File: src/rtl/ifetch_pkg.sv
// Shared types and defaults for the instruction fetch front end.
package ifetch_pkg;

  // Default memory address width (bytes) and prefetch depth.
  localparam int ADDR_W_DEF = 7;
  localparam int DEPTH_DEF  = 4;

  // Issue state: IDLE issues nothing, Bk issues byte k of the current word.
  typedef enum logic [2:0] {
    IDLE = 3'd0,
    B0   = 3'd1,
    B1   = 3'd2,
    B2   = 3'd3,
    B3   = 3'd4
  } fetch_state_e;

  // One prefetched instruction together with the PC it was fetched from.
  typedef struct packed {
    logic [31:0] pc;
    logic [31:0] inst;
  } fifo_entry_t;

  // Byte offset within the word that a given issue state requests.
  function automatic logic [1:0] byte_offset(input fetch_state_e st);
    logic [1:0] off;
    off = 2'd0;
    case (st)
      B1:      off = 2'd1;
      B2:      off = 2'd2;
      B3:      off = 2'd3;
      default: off = 2'd0;
    endcase
    return off;
  endfunction

endpackage

File: src/rtl/ifetch_fifo.sv
// Prefetch FIFO of {pc, inst} entries with a registered head output.
// The head register always shows the entry that is at the front after the
// current cycle's push/pop, and is all-zero whenever the FIFO is empty.
module ifetch_fifo
  import ifetch_pkg::*;
#(
  parameter int DEPTH = DEPTH_DEF
) (
  input  logic                   clk,
  input  logic                   reset,
  input  logic                   flush_i,
  input  logic                   push_i,
  input  fifo_entry_t            push_data_i,
  input  logic                   pop_i,
  output logic [$clog2(DEPTH):0] count_o,
  output logic                   head_valid_o,
  output fifo_entry_t            head_o
);

  localparam int PTR_W = $clog2(DEPTH);
  localparam int CNT_W = PTR_W + 1;

  fifo_entry_t        mem_q [DEPTH];
  logic [PTR_W-1:0]   wr_ptr_q, wr_ptr_d;
  logic [PTR_W-1:0]   rd_ptr_q, rd_ptr_d;
  logic [CNT_W-1:0]   count_q, count_d;
  logic [CNT_W-1:0]   after_pop;
  fifo_entry_t        head_q, head_d;
  logic               head_valid_q, head_valid_d;
  logic               do_push, do_pop, full;

  // Next-state for pointers, occupancy and the registered head; flush wins.
  always_comb begin
    full         = (count_q == CNT_W'(DEPTH));
    do_pop       = pop_i && (count_q != '0);
    do_push      = push_i && (!full || do_pop);
    after_pop    = count_q - CNT_W'(do_pop);
    rd_ptr_d     = rd_ptr_q + PTR_W'(do_pop);
    wr_ptr_d     = wr_ptr_q + PTR_W'(do_push);
    count_d      = after_pop + CNT_W'(do_push);
    head_d       = '0;
    head_valid_d = 1'b0;
    if (after_pop != '0) begin
      // Older entry remains at the front; it was written in an earlier cycle.
      head_d       = mem_q[rd_ptr_d];
      head_valid_d = 1'b1;
    end else if (do_push) begin
      // FIFO drains to empty this cycle, so the incoming entry becomes head.
      head_d       = push_data_i;
      head_valid_d = 1'b1;
    end
    if (flush_i) begin
      rd_ptr_d     = '0;
      wr_ptr_d     = '0;
      count_d      = '0;
      head_d       = '0;
      head_valid_d = 1'b0;
    end
  end

  // Control and head registers.
  always_ff @(posedge clk) begin
    if (reset) begin
      wr_ptr_q     <= '0;
      rd_ptr_q     <= '0;
      count_q      <= '0;
      head_q       <= '0;
      head_valid_q <= 1'b0;
    end else begin
      wr_ptr_q     <= wr_ptr_d;
      rd_ptr_q     <= rd_ptr_d;
      count_q      <= count_d;
      head_q       <= head_d;
      head_valid_q <= head_valid_d;
    end
  end

  // Entry storage; contents past the pointers are don't-care, so no reset.
  always_ff @(posedge clk) begin
    if (do_push && !flush_i && !reset) begin
      mem_q[wr_ptr_q] <= push_data_i;
    end
  end

  assign count_o      = count_q;
  assign head_valid_o = head_valid_q;
  assign head_o       = head_q;

endmodule

File: src/rtl/ifetch_unit.sv
// Instruction fetch front end: reads a byte-wide memory one byte per cycle,
// assembles big-endian 32-bit words and buffers them with their PC.
module ifetch_unit
  import ifetch_pkg::*;
#(
  parameter int ADDR_W = ADDR_W_DEF,
  parameter int DEPTH  = DEPTH_DEF
) (
  input  logic              clk,
  input  logic              reset,
  output logic              mem_rd,
  output logic [ADDR_W-1:0] mem_addr,
  input  logic [7:0]        mem_data,
  input  logic              redirect,
  input  logic [31:0]       redirect_pc,
  output logic              inst_valid,
  output logic [31:0]       inst,
  output logic [31:0]       inst_pc,
  input  logic              inst_ready
);

  localparam int CNT_W = $clog2(DEPTH) + 1;

  fetch_state_e      state_q, state_d;
  logic [31:0]       fpc_q, fpc_d;
  // Bytes 0..2 of the word under assembly; byte 3 is taken straight from memory.
  logic [23:0]       asm_q, asm_d;
  // Tag of the byte returning this cycle. Clearing the valid bit is how a
  // redirect drops the byte that is still in flight.
  logic              rsp_valid_q, rsp_valid_d;
  logic [1:0]        rsp_off_q, rsp_off_d;
  logic [31:0]       rsp_pc_q, rsp_pc_d;

  logic              issue;
  logic              pop;
  logic              push;
  logic              pending;
  logic              slot_free;
  logic [CNT_W:0]    occupancy;
  logic [CNT_W-1:0]  fifo_count;
  logic              head_valid;
  fifo_entry_t       head;
  fifo_entry_t       push_entry;

  // Memory request, handshake and slot-availability decode.
  always_comb begin
    issue      = (state_q != IDLE) && !reset;
    mem_rd     = issue;
    mem_addr   = reset ? '0 : fpc_q[ADDR_W-1:0] + ADDR_W'(byte_offset(state_q));
    pop        = head_valid && inst_ready;
    push       = rsp_valid_q && (rsp_off_q == 2'd3);
    // The word in B3 is still owed a slot; in IDLE only a word landing now is.
    pending    = (state_q == B3) || push;
    occupancy  = {1'b0, fifo_count} - (CNT_W + 1)'(pop) + (CNT_W + 1)'(pending);
    slot_free  = occupancy < (CNT_W + 1)'(DEPTH);
    push_entry.pc   = rsp_pc_q;
    push_entry.inst = {asm_q, mem_data};
  end

  // Issue sequencing and fetch PC; redirect overrides every other transition.
  always_comb begin
    state_d = state_q;
    fpc_d   = fpc_q;
    case (state_q)
      B0:      state_d = B1;
      B1:      state_d = B2;
      B2:      state_d = B3;
      default: begin
        if (slot_free) begin
          state_d = B0;
          fpc_d   = fpc_q + 32'd4;
        end else begin
          state_d = IDLE;
        end
      end
    endcase
    if (redirect) begin
      state_d = B0;
      fpc_d   = redirect_pc & 32'hFFFF_FFFC;
    end
  end

  // Byte assembly and bookkeeping for the byte that returns next cycle.
  always_comb begin
    asm_d = asm_q;
    if (rsp_valid_q) begin
      case (rsp_off_q)
        2'd0:    asm_d[23:16] = mem_data;
        2'd1:    asm_d[15:8]  = mem_data;
        2'd2:    asm_d[7:0]   = mem_data;
        default: asm_d        = asm_q;
      endcase
    end
    rsp_valid_d = issue && !redirect;
    rsp_off_d   = byte_offset(state_q);
    rsp_pc_d    = fpc_q;
  end

  // State registers; reset lands in the same state as a redirect to 0.
  always_ff @(posedge clk) begin
    if (reset) begin
      state_q     <= B0;
      fpc_q       <= '0;
      asm_q       <= '0;
      rsp_valid_q <= 1'b0;
      rsp_off_q   <= '0;
      rsp_pc_q    <= '0;
    end else begin
      state_q     <= state_d;
      fpc_q       <= fpc_d;
      asm_q       <= asm_d;
      rsp_valid_q <= rsp_valid_d;
      rsp_off_q   <= rsp_off_d;
      rsp_pc_q    <= rsp_pc_d;
    end
  end

  ifetch_fifo #(
    .DEPTH (DEPTH)
  ) u_fifo (
    .clk          (clk),
    .reset        (reset),
    .flush_i      (redirect),
    .push_i       (push),
    .push_data_i  (push_entry),
    .pop_i        (pop),
    .count_o      (fifo_count),
    .head_valid_o (head_valid),
    .head_o       (head)
  );

  assign inst_valid = head_valid;
  assign inst       = head.inst;
  assign inst_pc    = head.pc;

endmodule

File: config.mk
export PLATFORM = sky130hd
export DESIGN_NAME = ifetch_unit
export DESIGN_NICKNAME = d
export VERILOG_FILES = /design/src/rtl/ifetch_pkg.sv /design/src/rtl/ifetch_fifo.sv /design/src/rtl/ifetch_unit.sv
export SDC_FILE = /design/constraint.sdc
export NUM_CORES = 1
export LEC_CHECK = 0
export ABC_AREA = 1
export ABC_CLOCK_PERIOD_IN_PS = 10950
export CORE_ASPECT_RATIO = 1.4
export CORE_MARGIN = 4
export CORE_UTILIZATION = 58
export DETAILED_ROUTE_END_ITERATION = 8
export PLACE_DENSITY = 0.79
export SETUP_SLACK_MARGIN = 0.3
export SYNTH_ARGS = -nofsm -noshare
export SYNTH_HDL_FRONTEND = slang
export SYNTH_SLANG_ARGS = --single-unit
File: constraint.sdc
create_clock -name clk -period 10.95 [get_ports clk]
set_input_delay 3.285 -clock clk [delete_from_list [all_inputs] [get_ports clk]]
set_output_delay 3.285 -clock clk [all_outputs]
set_load 0.005 [all_outputs]
==> metrics.md, run 1 <==
| Metric | Value |
|---|---|
| Status | `finished clean` |
| Root Buffer | `clkbuf_16` |
| Syn_area_per_cell | `around 11 um2` |
| Slew @ Worst Pin | `~1.1 ns` |
| Critical path's slowest cell | `clkdlybuf4s50_1` |
| Synth unique cells | `40` |
| Placed cells | `about 1900` |
| Area growth from synthesis to final layout | `15.65%` |
| Hold Vio Cnt, Final | `0` |
| Clock-pin slew on the worst setup and hold paths | `approximately 0.060 ns` |
| RSZ-0062 raised after global routing | `false` |
| Htree depth | `2` |
| Finished Core Util | `about 69%` |
| Non-Filler Instances | `2002` |
| Vias in the first global route | `between 10000 and 15000` |
| Adder-Cell Fraction of Synth Area | `0.7760%` |
| DRT antenna net count | `0` |
| Filler cell count in the final layout | `around 2000` |
| Vias per std cell | `~5.6` |
| Initial antenna violation count | `0` |
| Hpwl dp | `about 21000 um` |
| GRT Overall Usage | `between 20% and 30%` |
| Cell Chain, Critical Path | `clkdlybuf4s50_1 > buf_4 > nor2_1 > clkdlybuf4s50_1` |
| Top cell by count, worst path | `clkdlybuf4s50_1` |
| DRC viols | `0` |
| Complex-gate fraction of the synthesized area | `9.871%` |
| Deepest clock path buffer count | `3` |
| FMAX | `~130 MHz` |
| Leak | `~6.5 nW` |
| Pre-CTS setup slack | `just over 3 ns` |
| Multi-input gate area | `between 4000 and 5000 um2` |
| Hold_buf cts | `0` |
| Post-CTS setup buffer count | `0` |
| Height of the die | `205.3 um` |
| PortBufs | `~110` |
| Final WS setup | `between 3 and 4 ns` |
| Worst setup EP type | `primary output` |
| Share of layout cells above drive strength 1 | `~7.4%` |
| Num rows | `between 70 and 80` |
| Total grt overflow | `0` |
| DRT iter0 DRCs | `around 840` |
| Pwr dens | `between 150 and 200 nW/um2` |
| Fin Setup TNS | `0 ns` |
| Worst skew pair latency | `0.53 ns` |
| Initial Util | `roughly 60%` |
| FF+latch count, synth | `408` |
| Critical path class | `input pin to primary output` |
| Final net count | `around 1700` |
| CTS Buf Count | `37` |
| Setup Viol. Count Final | `0` |
| DR pass1 iterations | `7` |
| Post-synthesis sequential area ratio | `approximately two thirds` |
| Max-Cap Viols | `0` |
| Yosys warning count | `0` |
| Die Footprint | `30570 um2` |
| Min Hold Slack | `0.5024 ns` |
| Hold/Removal Path Class | `register to register` |
| Boundary pin count | `~120` |
| Core Footprint | `about 27000 um2` |
| XOR/XNOR Fraction of Synth Area | `less than 1%` |
| Max Transition Viols Final | `0` |
| Clk sinks | `about 410` |
| Mux cell area share after synthesis | `0%` |
| Vias after detailed routing | `around 11000` |
| Cts repair resizes | `0` |
| Crit path largest cell delay | `between 0.5 and 0.6 ns` |
| Largest fanout on the critical path | `28` |
| Synth Instances | `1527` |
| Antenna diodes | `0` |
| Routed wire length | `about 36000 um` |
| FF+latch area | `between 10000 and 15000 um2` |
| Max VDD drop | `roughly 0.00013 V` |
| Slew headroom | `between 20% and 30%` |
| Largest net degree at the start of global routing | `~100` |
| Min Tclk post-route | `around 8 ns` |
| Simple-gate portion of the synthesized area | `between 10% and 20%` |
| CTS tree | `built` |
| Post-DR wirelength/cell | `roughly 18 um` |
| CP arrival | `~4.7 ns` |
| CP startpoint kind | `input pin` |
| Period Utilization, post-route | `~73%` |
| Placer Congestion | `slightly below 0.9` |
| Largest family of logic cells by synthesized area | `simple AND/OR/NAND/NOR gates` |
| Chip width | `about 150 um` |
| Cell area after synthesis | `between 15000 and 20000 um2` |
| First-pass GRT wire length | `56660 um` |
| Req. time, crit path | `~7.7 ns` |
| Setup Skew | `0.01232 ns` |
[sequential cells by signal, summed over array words and instances (netlist names), 2 cells and up]
signal / flops
u_fifo.rd_ptr_q: 2
fpc_q: 30
state_q: 3
u_fifo.mem_q: 248
asm_q: 24
u_fifo.wr_ptr_q: 2
u_fifo.head_o: 62
rsp_pc_q: 30
u_fifo.count_o: 3
rsp_off_q: 2
[layout by cell type (no fill, tap or decap), types with 3 or more instances in the layout]
master,synthesis,final
a21oi_1,12,12
buf_4,18,15
clkbuf_1,38,13
clkbuf_16,0,39
clkbuf_8,0,6
clkdlybuf4s50_1,0,112
clkinv_2,0,3
dfxtp_1,160,160
edfxtp_1,248,248
ha_1,10,9
inv_1,65,64
inv_6,0,3
nand2_1,207,207
nand2_4,3,3
nand3_1,81,81
nor2_1,340,339
nor3_1,8,4
nor3_2,0,4
o211ai_1,62,62
o21ai_0,47,47
o21ai_1,53,53
o311ai_0,22,22
o311ai_1,40,40
or2_0,14,14
or2_1,14,14
or2_2,34,34
xor2_1,5,5
[Yosys cell counts]
cell,number,share of area [%]
nand2_1,207,4.8
conb_1,1,0.023
buf_2,23,0.71
nor2_2,1,0.039
nand2_4,3,0.21
clkinv_1,1,0.023
nor4_1,1,0.039
o311ai_1,40,2.2
o31ai_1,1,0.047
nor3_1,8,0.25
or2_0,14,0.54
a31oi_1,1,0.039
or2_2,34,1.3
buf_6,4,0.28
o311ai_0,22,1.2
inv_2,1,0.023
xor2_1,5,0.27
o21ai_0,47,1.5
ha_1,10,0.78
and2_1,1,0.039
nand2_2,1,0.039
xnor2_2,1,0.10
edfxtp_1,248,46
o21ai_2,1,0.054
nor2_1,340,7.9
buf_1,2,0.047
inv_1,65,1.5
o211ai_1,62,2.9
clkbuf_2,1,0.031
nand3_1,81,2.5
dfxtp_1,160,20
or2_1,14,0.54
xnor2_1,1,0.054
nor2_4,2,0.14
nand3b_1,1,0.047
a21oi_1,12,0.37
buf_4,18,0.84
inv_4,1,0.039
clkbuf_1,38,0.88
o21ai_1,53,1.6
[metal layers]
| metal | share of wire (%) | global-route usage [%] |
|---|---|---|
| met5 | 0 | 0 |
| met1 | 39 | 28.82 |
| met3 | 6.3 | 3.217 |
| met4 | 3.3 | 9.127 |
| met2 | 51 | 41.27 |
[final cells by class]
cell class | instances | area share (%)
Inverter | 68 | 1.389
Multi-Input combinational cell | 966 | 25.86
Timing Repair Buffer | 127 | 6.616
Tap cell | 365 | 2.449
Clock inverter | 10 | 0.6307
Clock buffer | 58 | 5.938
Sequential cell | 408 | 57.12
[through the flow]
stage | cell area, um2 | total power (W)
global route | 18650 | 0.003128
floorplan | 16130 | 0.001738
CTS | 18650 | 0.003054
finish | 18650 | 0.003038
global placement | 17420 | 0.001779
detailed placement | 17420 | 0.001782
[final timing paths]
kind | start | to | slack [ns] | cells past startpoint
max | reset | mem_addr[2] | 3.01 | 4
max reg2reg | u_fifo.count_o[2] | u_fifo.head_o[59] | 7.26 | 11
min reg2reg | fpc_q[31] | fpc_q[31] | 0.50 | 2
min | fpc_q[31] | fpc_q[31] | 0.50 | 2
[worst max-delay path: cells and delay by family]
family / cells / cell delay, ns
AND/OR/NAND/NOR: 1 / 0.18
buffers and inverters: 3 / 1.19
[kinds of logic (layout without fill, tap and decap cells)]
logic type / Yosys count / count (layout)
compound gates: 239 / 239
flops: 408 / 408
simple gates: 708 / 708
other cells: 1 / 2
buf+inv: 154 / 263
fa+ha+maj: 10 / 10
xor+xnor: 7 / 7
[where the power goes]
group | leakage, nW | internal, W | switching [W] | total, W
combinational | 2.29 | 0.0000357 | 0.0000560 | 0.0000917
clock | 0.599 | 0.000749 | 0.000540 | 0.00129
sequential | 3.57 | 0.00164 | 0.0000212 | 0.00166
total | 6.47 | 0.00242 | 0.000617 | 0.00304
No activity file was read; power rests on OpenSTA's default activity.
==> run 2, diff against run 1 <==
- ABC_CLOCK_PERIOD_IN_PS: 10950 -> 6620
- CORE_UTILIZATION: 58 -> 53
- PLACE_DENSITY: 0.79 -> 0.76
- clock period: 10.95 -> 6.62 ns (I/O delays scaled with it)
==> metrics.md, run 2 (synthesis results as in run 1) <==
| Metric | Value |
|---|---|
| Status | `finished clean (unchanged)` |
| Cts repair resizes | `0 (unchanged)` |
| Max FFs per register | `248 (unchanged)` |
| HP Start | `fpc_q[31] (unchanged)` |
| Total grt overflow | `0 (unchanged)` |
| Antenna diodes | `0 (unchanged)` |
| Hold_buf cts | `0 (unchanged)` |
| DRT iter0 DRCs | `801 (was 837)` |
| Worst skew pair latency | `0.53 ns (about the same)` |
| Min Tclk post-route | `between 5 and 6 ns` |
| Chip width | `155.4 um (was 148.9 um)` |
| Post-CTS setup buffer count | `0 (unchanged)` |
| GRT Overall Usage | `21.49% (was 23.27%)` |
| Largest fanout on the critical path | `14 (was 28)` |
| Area growth from synthesis to final layout | `16.35% (was 15.65%)` |
| Final WS setup | `0.9844 ns (was 3.011 ns)` |
| Commonest non-fill, non-tap cells in the layout | `nor2_1, edfxtp_1, nand2_1, dfxtp_1, clkdlybuf4s50_1 (unchanged)` |
| Vias per std cell | `5.519 (was 5.624)` |
| FF-to-FF setup slack | `3.42 ns (was 7.26 ns)` |
| Initial antenna violation count | `0 (unchanged)` |
| Hold Vio Cnt, Final | `0 (unchanged)` |
| Placer Congestion | `0.9006 (was 0.8700)` |
| Vias in the first global route | `11150 (was 11060)` |
| Req. time, crit path | `4.63 ns (was 7.67 ns)` |
| Hold depth | `2 (unchanged)` |
| Worst setup EP type | `primary output (unchanged)` |
| Height of the die | `214.4 um (was 205.3 um)` |
| Hpwl dp | `21980 um (was 21000 um)` |
| Pwr dens | `271.4 nW/um2 (was 162.9 nW/um2)` |
| Root Buffer | `clkbuf_16 (unchanged)` |
| DR pass1 iterations | `5 (was 7)` |
| Routed wire length | `35990 um (was 35660 um)` |
| RSZ-0062 raised after global routing | `false (unchanged)` |
| Htree depth | `2 (unchanged)` |
| Hold/Removal Path Class | `register to register (unchanged)` |
| First-pass GRT wire length | `57880 um (was 56660 um)` |
| WHS Endpoint | `fpc_q[31] (unchanged)` |
| Slew headroom | `20.66% (was 25.39%)` |
| DRT antenna net count | `0 (unchanged)` |
| Share of layout cells above drive strength 1 | `7.932% (was 7.392%)` |
| Max-Cap Viols | `0 (unchanged)` |
| Max VDD drop | `0.0001855 V (was 0.0001282 V)` |
| Boundary pin count | `117 (unchanged)` |
| Worst r2r path cells | `10 (was 11)` |
| Clock-pin slew on the worst setup and hold paths | `0.06 ns (about the same)` |
| DP Area | `17510 um2 (was 17420 um2)` |
| Slew @ Worst Pin | `1.190 ns (was 1.111 ns)` |
| Die Footprint | `33310 um2 (was 30570 um2)` |
| Multi-input gate area | `4822 um2 (unchanged)` |
| Period Utilization, post-route | `roughly 85%` |
| Leak | `6.516 nW (was 6.465 nW)` |
| Num rows | `75 (was 71)` |
| Max Transition Viols Final | `0 (unchanged)` |
| CTS Buf Count | `37 (unchanged)` |
| R2R Path Start | `u_fifo.count_o[2] (unchanged)` |
| Initial Util | `53.69% (was 59.31%)` |
| Deepest clock path buffer count | `3 (unchanged)` |
| Final net count | `1667 (was 1662)` |
| Most common cell after layout, fill and taps aside | `nor2_1 (unchanged)` |
| PortBufs | `112 (unchanged)` |
| Top reg by flops | `u_fifo.mem_q (unchanged)` |
| CTS tree | `built (unchanged)` |
| Vias after detailed routing | `11170 (was 11260)` |
| Clk sinks | `408 (unchanged)` |
| CP arrival | `3.65 ns (was 4.65 ns)` |
| Setup Viol. Count Final | `0 (unchanged)` |
| RR Endpoint | `u_fifo.head_o[54] (was u_fifo.head_o[59])` |
| Setup Skew | `0.01353 ns (was 0.01232 ns)` |
| Final Cell Area | `18760 um2 (was 18650 um2)` |
| CP startpoint kind | `input pin (unchanged)` |
| Critical path class | `input pin to primary output (unchanged)` |
| Filler cell count in the final layout | `2382 (was 2022)` |
| Pre-CTS setup slack | `1.014 ns (was 3.016 ns)` |
| FF+latch area | `10650 um2 (unchanged)` |
| Post-DR wirelength/cell | `17.78 um (was 17.81 um)` |
| Min Hold Slack | `0.4872 ns (was 0.5024 ns)` |
| FMAX | `177.4 MHz` |
| DRC viols | `0 (unchanged)` |
| Core Footprint | `30030 um2 (was 27180 um2)` |
| Largest net degree at the start of global routing | `126 (was 102)` |
## run 2: worst max path at each step
stage / start / endpoint / slack, ns / cells past startpoint
final: reset / mem_rd / 0.98 / 3
after global routing: reset / mem_rd / 0.89 / 3
after CTS: reset / mem_rd / 1.00 / 3
after detailed placement: reset / mem_rd / 1.01 / 3
after global placement: reset / mem_rd / 1.0 / 3
after floorplan: reset / u_fifo.mem_q[0][0] / -0.88 / 5
## run 2: power by group
group          switching, W  internal [W]
combinational     0.0000901     0.0000589
clock              0.000903       0.00130
sequential        0.0000358       0.00271
total               0.00103       0.00406
## run 2: metal layers
layer	share of wire (%)	global-route usage (%)	wire length, um
met4	4.0	8.555	1426
met5	0	0	0
met3	5.5	2.827	1983
met1	39	26.79	14100
met2	51	37.69	18480
## run 2: layout make-up
class | count | share of cell area, %
sequential | 408 | 56.77
multi-input combinational | 966 | 25.71
timing repair buffer | 132 | 6.910
clock buffer | 47 | 5.463
tap | 385 | 2.568
inverter | 68 | 1.381
clock inverter | 18 | 1.201
## run 2: metrics by stage
stage               utilization [%]  setup TNS, ns  std cells  power [W]
floorplan                         -        -217.97       1528   0.002875
global placement              58.31              0       1959   0.002943
detailed placement            58.31              0       1959   0.002947
CTS                           62.47              0       2024   0.005129
global route                  62.47              0       2024   0.005251
finish                        62.47              0       2024   0.005091
## run 2: worst max-delay path, stage by stage
cell             delay, ns
clkdlybuf4s50_1       0.70
a21oi_1               0.39
clkdlybuf4s50_1       0.56
==> run 3, diff against run 2 <==
- CAP_MARGIN: not set -> 25
- CORE_UTILIZATION: 53 -> 55
- CTS_BUF_LIST: not set -> sky130_fd_sc_hd__clkbuf_8
- PLACE_DENSITY: 0.76 -> 0.78
- SYNTH_HIERARCHICAL: not set -> 1
==> metrics.md, run 3 <==
| Metric | Value |
|---|---|
| Pwr dens | `246.2 nW/um2 (was 271.4 nW/um2)` |
| Switch share | `21.58% (was 20.20%)` |
| Area leader, netlist | `edfxtp_1 (unchanged)` |
| Core Footprint | `32400 um2 (was 30030 um2)` |
| CP arrival | `3.09 ns (was 3.65 ns)` |
| Final net count | `2173 (was 1667)` |
| Placed cells | `2498 (was 1959)` |
| Max-Cap Viols | `0 (unchanged)` |
| Largest fanout on the critical path | `28 (was 14)` |
| Clk sinks | `418 (was 408)` |
| Vias after detailed routing | `13590 (was 11170)` |
| Critical path class | `input pin to primary output (unchanged)` |
| Min Tclk post-route | `5.077 ns (was 5.636 ns)` |
| Chip width | `160.9 um (was 155.4 um)` |
| FF+latch area | `10930 um2 (was 10650 um2)` |
| Worst skew pair latency | `0.62 ns (was 0.53 ns)` |
| Hold_buf cts | `0 (unchanged)` |
| Slew @ Worst Pin | `1.048 ns (was 1.190 ns)` |
| Synth cell count leaders | `nand2_1, edfxtp_1, nand3_1, dfxtp_1, nor2_1 (was nor2_1, edfxtp_1, nand2_1, dfxtp_1, nand3_1)` |
| Antenna diodes | `0 (unchanged)` |
| Crit path largest cell delay | `0.48 ns (was 0.70 ns)` |
| Top reg by flops | `u_fifo/mem_q (was u_fifo.mem_q)` |
| DRC viols | `0 (unchanged)` |
| Htree depth | `2 (unchanged)` |
| Filler cell count in the final layout | `2686 (was 2382)` |
| Yosys warning count | `6 (was 0)` |
| Yosys top cell area share | `42.69% (was 46.19%)` |
| Largest net degree at the start of global routing | `91 (was 126)` |
| Hpwl dp | `24950 um (was 21980 um)` |
| Max VDD drop | `0.0001436 V (was 0.0001855 V)` |
| Finished Core Util | `63.52% (was 62.47%)` |
| DRT antenna net count | `0 (unchanged)` |
| Worst setup EP type | `primary output (unchanged)` |
| Max Transition Viols Final | `0 (unchanged)` |
| First-pass GRT wire length | `67450 um (was 57880 um)` |
| Psw | `0.001093 W (was 0.001029 W)` |
| Critical path's slowest cell | `clkdlybuf4s50_1 (unchanged)` |
| CP startpoint kind | `input pin (unchanged)` |
| Height of the die | `222.1 um (was 214.4 um)` |
| Req. time, crit path | `4.63 ns (about the same)` |
| Area growth from synthesis to final layout | `14.29% (was 16.35%)` |
| FMAX | `197.0 MHz (was 177.4 MHz)` |
| CP Depth | `3 (unchanged)` |
| Most common cell after layout, fill and taps aside | `nand2_1 (was nor2_1)` |
| Hold depth | `2 (unchanged)` |
| Comb pwr share | `3.2% (was 2.9%)` |
| PortBufs | `114 (was 112)` |
| Kind of cell adding the most delay to the critical path | `buffers and inverters (unchanged)` |
| Slew headroom | `30.11% (was 20.66%)` |
| Fin Setup TNS | `0 ns (unchanged)` |
| Multi-input gate area | `5938 um2 (was 4822 um2)` |
| DRT iter0 DRCs | `904 (was 801)` |
| Period Utilization, post-route | `76.70% (was 85.13%)` |
| Share of layout cells above drive strength 1 | `10.41% (was 7.932%)` |
| Initial Util | `55.57% (was 53.69%)` |
| Met1 usage | `27.29% (was 26.79%)` |
| Total grt overflow | `0 (unchanged)` |
| Syn_area_per_cell | `8.936 um2 (was 10.56 um2)` |
| Internal cell power | `0.003974 W (was 0.004063 W)` |
| Clock-pin slew on the worst setup and hold paths | `0.07 ns (was 0.06 ns)` |
| Reg power frac | `55.5% (was 53.9%)` |
| RSZ-0062 raised after global routing | `false (unchanged)` |
| Initial antenna violation count | `0 (unchanged)` |
| Non-Filler Instances | `2610 (was 2024)` |
| Status | `finished clean (unchanged)` |
| Commonest non-fill, non-tap cells in the layout | `nand2_1, edfxtp_1, nand3_1, dfxtp_1, nor2_1 (was nor2_1, edfxtp_1, nand2_1, dfxtp_1, clkdlybuf4s50_1)` |
| Post-DR wirelength/cell | `16.52 um (was 17.78 um)` |
| Vias in the first global route | `13340 (was 11150)` |
| CTS Buf Count | `59 (was 37)` |
| Synth unique cells | `29 (was 40)` |
| Vias per std cell | `5.205 (was 5.519)` |
| Leak | `8.299 nW (was 6.516 nW)` |
| Hold Vio Cnt, Final | `0 (unchanged)` |
| FF+latch count, synth | `418 (was 408)` |
| Setup Skew | `0.03411 ns (was 0.01353 ns)` |
| Busiest grt layer | `met2 (unchanged)` |
| DR pass1 iterations | `5 (unchanged)` |
| Most frequent cell after synthesis | `nand2_1 (was nor2_1)` |
| Hold/Removal Path Class | `register to register (unchanged)` |
| FFs w/ async S/R, synth | `0% (unchanged)` |
| Post-synthesis sequential area ratio | `60.70% (was 66.06%)` |
| CP Buf/Inv Count | `2 (unchanged)` |
| Placer Congestion | `0.9327 (was 0.9006)` |
| Cell Chain, Critical Path | `buf_2 > nor2_1 > clkdlybuf4s50_1 (was clkdlybuf4s50_1 > a21oi_1 > clkdlybuf4s50_1)` |
| Deepest clock path buffer count | `3 (unchanged)` |
| Cts repair resizes | `0 (unchanged)` |
| CTS tree | `built (unchanged)` |
| Setup Viol. Count Final | `0 (unchanged)` |
| Worst r2r path cells | `12 (was 10)` |
| Routed wire length | `43120 um (was 35990 um)` |
| Post-CTS setup buffer count | `0 (unchanged)` |
| Most used DFF post-synth | `edfxtp_1 (unchanged)` |
| GRT Overall Usage | `23.72% (was 21.49%)` |
| Boundary pin count | `117 (unchanged)` |
| Synth Instances | `2015 (was 1527)` |
| Most area-consuming cells after synthesis | `edfxtp_1, dfxtp_1, nand2_1 (was edfxtp_1, dfxtp_1, nor2_1)` |
| Cell area after synthesis | `18010 um2 (was 16120 um2)` |
| Clock power share | `41.4% (was 43.2%)` |
| Grt met3 use | `3.292% (was 2.827%)` |
| Root Buffer | `clkbuf_8 (was clkbuf_16)` |
| Max FFs per register | `256 (was 248)` |
| Met2 Track Usage GR | `43.48% (was 37.69%)` |
| Die Footprint | `35740 um2 (was 33310 um2)` |
| Number of synthesized flops with an enable pin | `256 (was 248)` |
| Num rows | `78 (was 75)` |
## run 3: through the flow
stage / hold WS [ns] / cell area [um2] / total power (W) / setup slack [ns]
5_1_grt: 0.5117 / 20580 / 0.005229 / 1.471
3_3_place_gp: 0.4686 / 19310 / 0.003020 / 1.397
3_5_place_dp: 0.4796 / 19310 / 0.003025 / 1.354
2_1_floorplan: 0.4383 / 18040 / 0.002951 / 0.8148
4_1_cts: 0.4767 / 20570 / 0.005099 / 1.543
6_report: 0.4700 / 20580 / 0.005067 / 1.543
## run 3: area by class of cell
type	count	share of cell area, %
multi-input cells	1356	28.85
clock inverters	43	1.569
well taps	440	2.675
flip-flops and latches	418	53.11
clock buffers	68	4.548
repair buffers	133	6.457
inverters	152	2.785
## run 3: power by group through the flow
stage / clock network, W / registers (W) / logic, W
floorplan: 0 / 0.00286 / 0.0000952
global placement: 0 / 0.00286 / 0.000157
detailed placement: 0 / 0.00287 / 0.000159
CTS: 0.00213 / 0.00281 / 0.000160
global route: 0.00224 / 0.00281 / 0.000179
finish: 0.00210 / 0.00281 / 0.000161
## run 3: worst reg2reg max path, stage by stage (launching register included)
cell and delay (ns):
dfxtp_1 0.32, nand2_1 0.07, inv_1 0.12, inv_1 0.08, a21oi_1 0.29, ha_4 0.48
buf_4 0.82, nand2_1 0.26, nand2_1 0.14, nand2_1 0.07, nand3_1 0.11, nand2_1 0.08
nor2_2 0.22
## run 3: metal layers
metal	up-vias	part of all wire, %
li1	6603	-
met5	-	0
met1	6355	37
met3	97	6.7
met4	0	3.8
met2	531	52
## run 3: cells by family (layout without fill, tap and decap cells)
logic type | Yosys count | in the layout | share of synthesized area, %
XOR/XNOR | 15 | 15 | 0.7296
AO/OA/AOI/OAI | 47 | 47 | 1.397
buffers and inverters | 250 | 396 | 6.817
other | 1 | 10 | 0.02083
adder cells (fa/ha/maj) | 9 | 9 | 0.6254
AND/OR/NAND/NOR | 1275 | 1275 | 29.71
flip-flops | 418 | 418 | 60.70
## run 3: path summary, 6_finish.rpt
kind | start | to | slack (ns)
hold reg to reg | fpc_q[31] | rsp_pc_q[31] | 0.47
setup / recovery | reset | mem_addr[4] | 1.54
hold / removal | fpc_q[31] | rsp_pc_q[31] | 0.47
setup reg to reg | u_fifo/head_valid_o | u_fifo/head_o[57] | 3.47
